[src/rtl/uart_pkg.sv]
// Shared types and helpers for the UART transmit scheduler and its arbiter.
package uart_pkg;

   typedef enum logic [2:0] {
      ST_IDLE      = 3'd0,
      ST_LAUNCH    = 3'd1,
      ST_WAIT_BUSY = 3'd2,
      ST_WAIT_DONE = 3'd3,
      ST_GAP       = 3'd4
   } sched_state_e;

   localparam int DATA_W_DEFAULT = 8;

   // Grant index width; a two-requester system still needs one bit.
   function automatic int gid_w(input int n);
      return (n <= 2) ? 1 : $clog2(n);
   endfunction

endpackage

[src/rtl/uart_tx_scheduler_rr_arbiter.sv]
// Combinational round-robin pick: first set request at or above ptr, wrapping to 0.
module rr_arbiter
   import uart_pkg::*;
#(
   parameter int NREQ  = 2,
   parameter int GID_W = gid_w(NREQ)
) (
   input  logic [NREQ-1:0]  req,
   input  logic [GID_W-1:0] ptr,
   output logic             any,
   output logic [NREQ-1:0]  gnt,
   output logic [GID_W-1:0] idx
);

   always_comb begin
      int j;
      logic [GID_W-1:0] jj;
      any = 1'b0;
      gnt = '0;
      idx = '0;
      j   = 0;
      jj  = '0;
      // Scan from the far end so the nearest request above ptr is written last.
      for (int k = NREQ - 1; k >= 0; k--) begin
         j = int'(ptr) + k;
         if (j >= NREQ) j = j - NREQ;
         jj = GID_W'(j);
         if (req[jj]) begin
            any     = 1'b1;
            gnt     = '0;
            gnt[jj] = 1'b1;
            idx     = jj;
         end
      end
   end

endmodule

[src/rtl/uart_tx_scheduler.sv]
// Round-robin scheduler sharing one UART tx serializer among NREQ byte producers,
// one frame per grant, with start timeout and a programmable inter-frame gap.
module uart_tx_scheduler
   import uart_pkg::*;
#(
   parameter int NREQ          = 2,
   parameter int DATA_W        = DATA_W_DEFAULT,
   parameter int GAP_CYCLES    = 16,
   parameter int START_TIMEOUT = 64,
   parameter int GID_W         = gid_w(NREQ)
) (
   input  logic                   clk,
   input  logic                   rst_n,
   input  logic [NREQ-1:0]        req,
   input  logic [NREQ*DATA_W-1:0] req_data,
   output logic [NREQ-1:0]        ack,
   output logic                   tx_start,
   output logic [DATA_W-1:0]      tx_data,
   input  logic                   tx_busy,
   output logic [GID_W-1:0]       grant_id,
   output logic                   sched_busy,
   output logic                   timeout_err
);

   localparam int CNT_MAX = (START_TIMEOUT > GAP_CYCLES) ? START_TIMEOUT : GAP_CYCLES;
   localparam int CNT_W   = $clog2(CNT_MAX + 1);
   localparam logic [CNT_W-1:0] START_LOAD = CNT_W'(START_TIMEOUT - 1);
   localparam logic [CNT_W-1:0] GAP_LOAD   = CNT_W'((GAP_CYCLES > 0) ? GAP_CYCLES - 1 : 0);

   sched_state_e        state_q;
   logic [GID_W-1:0]    ptr_q, ptr_d;
   logic [CNT_W-1:0]    cnt_q;
   logic [NREQ-1:0]     ack_q;
   logic                tx_start_q, timeout_err_q, tx_busy_q;
   logic [DATA_W-1:0]   tx_data_q, tx_data_d;
   logic [GID_W-1:0]    grant_id_q;

   logic                arb_any;
   logic [NREQ-1:0]     arb_gnt;
   logic [GID_W-1:0]    arb_idx;

   rr_arbiter #(.NREQ(NREQ), .GID_W(GID_W)) u_arb (
      .req (req),
      .ptr (ptr_q),
      .any (arb_any),
      .gnt (arb_gnt),
      .idx (arb_idx)
   );

   assign ptr_d     = (arb_idx == GID_W'(NREQ - 1)) ? '0 : arb_idx + 1'b1;
   assign tx_data_d = req_data[arb_idx*DATA_W +: DATA_W];

   always_ff @(posedge clk or negedge rst_n) begin
      if (!rst_n) begin
         state_q       <= ST_IDLE;
         ptr_q         <= '0;
         cnt_q         <= '0;
         ack_q         <= '0;
         tx_start_q    <= 1'b0;
         timeout_err_q <= 1'b0;
         tx_busy_q     <= 1'b0;
         tx_data_q     <= '0;
         grant_id_q    <= '0;
      end else begin
         ack_q         <= '0;
         tx_start_q    <= 1'b0;
         timeout_err_q <= 1'b0;
         tx_busy_q     <= tx_busy;
         case (state_q)
            ST_IDLE: begin
               if (arb_any) begin
                  tx_data_q  <= tx_data_d;
                  grant_id_q <= arb_idx;
                  ack_q      <= arb_gnt;
                  ptr_q      <= ptr_d;
                  state_q    <= ST_LAUNCH;
               end
            end
            ST_LAUNCH: begin
               tx_start_q <= 1'b1;
               cnt_q      <= START_LOAD;
               state_q    <= ST_WAIT_BUSY;
            end
            ST_WAIT_BUSY: begin
               // Only a fresh rising edge counts; busy left over from foreign traffic does not.
               if (tx_busy && !tx_busy_q) begin
                  state_q <= ST_WAIT_DONE;
               end else if (cnt_q == '0) begin
                  timeout_err_q <= 1'b1;
                  state_q       <= ST_IDLE;
               end else begin
                  cnt_q <= cnt_q - 1'b1;
               end
            end
            ST_WAIT_DONE: begin
               if (!tx_busy) begin
                  if (GAP_CYCLES == 0) begin
                     state_q <= ST_IDLE;
                  end else begin
                     cnt_q   <= GAP_LOAD;
                     state_q <= ST_GAP;
                  end
               end
            end
            ST_GAP: begin
               if (cnt_q == '0) state_q <= ST_IDLE;
               else             cnt_q   <= cnt_q - 1'b1;
            end
            default: state_q <= ST_IDLE;
         endcase
      end
   end

   assign ack         = ack_q;
   assign tx_start    = tx_start_q;
   assign tx_data     = tx_data_q;
   assign grant_id    = grant_id_q;
   assign sched_busy  = (state_q != ST_IDLE);
   assign timeout_err = timeout_err_q;

endmodule
[config.mk]
export PLATFORM = sky130hd
export DESIGN_NAME = uart_tx_scheduler
export DESIGN_NICKNAME = d
export VERILOG_FILES = /design/src/rtl/uart_pkg.sv /design/src/rtl/uart_tx_scheduler_rr_arbiter.sv /design/src/rtl/uart_tx_scheduler.sv
export SDC_FILE = /design/constraint.sdc
export NUM_CORES = 1
export LEC_CHECK = 0
export CORE_ASPECT_RATIO = 0.7
export CORE_MARGIN = 5
export CORE_UTILIZATION = 40
export CTS_CLUSTER_SIZE = 40
export DETAILED_ROUTE_END_ITERATION = 10
export PLACE_DENSITY = 0.66
export SLEW_MARGIN = 20
export SYNTH_ARGS = -nofsm -noshare
export SYNTH_HDL_FRONTEND = slang
export SYNTH_SLANG_ARGS = --single-unit
[constraint.sdc]
create_clock -name clk -period 2.81 [get_ports clk]
set_input_delay 0.7025 -clock clk [delete_from_list [all_inputs] [get_ports clk]]
set_output_delay 0.7025 -clock clk [all_outputs]
set_load 0.005 [all_outputs]
==> flow_summary.yaml <==
sta:
  finalCritPeriodShare: 0.8570
  rsz0062_at_grt: "no"
  hold_ws_ns: 0.4830
  layout_min_cycle_time_ns: 2.408
  hold_violations: 0
  setup_tns_ns: 0
  report.final.setup_viol: 0
  setup_slack_ns: 0.4018
  slew_violations: 0
  fmax_ghz: 0.4153
  finClkSkew_ns: 0.004751
  tightest_slew_ns: 0.5793
  relSlewSlack: 0.6138
cts:
  cts_buffers: 3
  clockBufferDepth: 2
  cts_sinks: 25
  hold_buffers: 0
  cts-htree-levels: 1
  cts_setup_buffers: 0
  cts_root_buffer: "clkbuf_8"
  cts_tree: "done"
  cts_resized: 0
  clk-insertion-delay-late_ns: 0.27
  clk_pin_slew_ns: 0.09
yosys:
  yosys.area.top_type: "dfrtp_1"
  syn_area_um2: 1225
  avgSynthCellArea_um2: 9.799
  syn_nets: 148
  ys_types: 31
  netlist_instances: 125
  yosysWarnings: 0
  synth-seq-cells: 25
  synth_top_area_share: 0.5107
  synthTopCellsByArea: "dfrtp_1 (51%), mux2i_1 (6.5%), o21ai_0 (4.1%)"
  seq_area_frac_synth: 0.5107
layout:
  drive_above_1_share: 0.06832
  final_cells: 197
  final_common_cell: "clkdlybuf4s50_1"
  final_cell_mix: "clkdlybuf4s50_1 (34), dfrtp_1 (25), nand2_1 (11), o21ai_0 (10)"
  nets: 185
  antenna_cells: 0
  synthToLayoutAreaGrowth_pct: 35.96
  fillers: 252
min_path:
  holdCritStartpoint: "tx_data[2]"
  holdPathEnd: "tx_data[2]"
  hold_class: "reg -> reg"
  hold_depth: 2
worst_setup_path:
  critical_path.max_fanout: 10
  worst_ep_required_time_ns: 2.11
  cpPeakStageDelay_ns: 0.49
  rr_startpoint: "cnt_q[0]"
  r2r_slack_ns: 0.83
  path_class: "reg -> out"
  crit_path_top_delay_cell: "dfrtp_1"
  path_cells: "nor3_2 -> inv_1 -> clkdlybuf4s50_1"
  reg2reg_to: "cnt_q[3]"
  arrival_ns: 1.71
  startpoint_type: "flop"
  r2r.worst_path.cells: 7
  cp-end-kind: "output pin"
routing:
  routed_wl_mm: 2.756
  post_drt_via_cell_ratio: 5.213
  ant_nets: 0
  drt_iter0_drc: 106
  wire_per_inst_um: 13.99
  dr.pass1.iters: 4
  vias: 1027
  remaining_drc_errors: 0
pwr:
  totalPowerFinal_mw: 1.516
  p_per_area_nw_per_um2: 910.1
  p_leak_nw: 0.7152
  peakVddDrop_v: 0.0004001
die:
  ios: 35
  die_w_um: 76.14
  core_area_um2: 2863
  fp.dieH_um: 56.30
  initial_core_util: 0.4279
  die_area_um2: 4287
  rows: 16
place:
  place.gp.congestion: 0.8544
  pre_cts_slack_ns: 0.4599
  dpl.cell_count: 193
  numPortBuffers: 34
  hpwl_mm: 2.160
grt:
  grt.total_usage: 0.1368
  grt_pass1_vias: 991
  grt_max_degree: 26
  overflow: 0
  antenna_found_initial: 0
  grt_pass1_wl_mm: 4.671
outcome:
  outcome: "completed"
run:
  maxCapViolCount: 0
==> state kept, by name, indices dropped and copies added, names as in the netlist, 2 cells and up <==
name,cells
tx_data,8
ack,2
state_q,3
cnt_q,7
==> metrics by stage <==
step	util	instance area (um2)
floorplan	-	1225
global placement	0.5625	1610
detailed placement	0.5625	1610
CTS	0.5787	1657
global route	0.5817	1665
finish	0.5817	1665
==> worst max-delay path by stage <==
stage | cells after the start | startpoint | slack, ns | to
final | 3 | state_q[0] | 0.40 | sched_busy
after CTS | 3 | state_q[0] | 0.25 | sched_busy
after detailed placement | 3 | req[1] | 0.46 | tx_data[6]
after global routing | 3 | state_q[0] | 0.26 | sched_busy
after global placement | 6 | tx_busy | 0.53 | cnt_q[4]
after floorplan | 7 | cnt_q[0] | 1.06 | cnt_q[3]
==> per-layer routing <==
metal / vias up / routed length [um] / GRT usage
li1: 518 / - / -
met1: 483 / 1418 / 0.1964
met2: 23 / 1233 / 0.2000
met3: 3 / 95 / 0.03994
met4: 0 / 9 / 0.03741
met5: - / 0 / 0
==> cell type report <==
class                           count  area, um2  area share
Clock inverter                      1      5.005    0.003005
Sequential cell                    25      625.6      0.3757
Inverter                            5      18.77     0.01127
Timing Repair Buffer               36      355.3      0.2134
Tap cell                           36      45.04     0.02705
Multi-Input combinational cell     91      574.3      0.3449
Clock buffer                        3      41.29     0.02479
==> where the power goes <==
part | internal [mW] | switching [mW] | total, mW
combinational | 0.349 | 0.320 | 0.670
sequential | 0.501 | 0.136 | 0.638
clock | 0.0991 | 0.109 | 0.208
total | 0.950 | 0.566 | 1.52
==> cell families after synthesis <==
family	Yosys count	share of synthesized area
AND/OR/NAND/NOR	42	0.1777
AO/OA/AOI/OAI	37	0.1839
flip-flops	25	0.5107
buffers and inverters	9	0.02758
multiplexers	8	0.06538
XOR/XNOR	2	0.01430
adder cells (fa/ha/maj)	2	0.02043
==> cell usage after synthesis, drive strengths merged <==
master   number
a211oi        3
a21o          4
a21oi         9
a22oi         1
a31oi         2
and2          1
buf           1
clkbuf        3
dfrtp        25
ha            2
inv           5
mux2i         8
nand2        11
nand2b        5
nand3         2
nor2         10
nor3          5
nor3b         1
nor4          1
nor4b         2
o211ai        3
o21ai        12
o2bb2ai       2
o31ai         1
or2           3
or4b          1
xnor2         1
xor2          1
==> critical path, delay by kind of cell, from the launching register on <==
family | cells | cell delay, ns
simple gates | 1 | 0.34
buf+inv | 2 | 0.61
flops | 1 | 0.49
No activity file was read; power rests on OpenSTA's default activity.
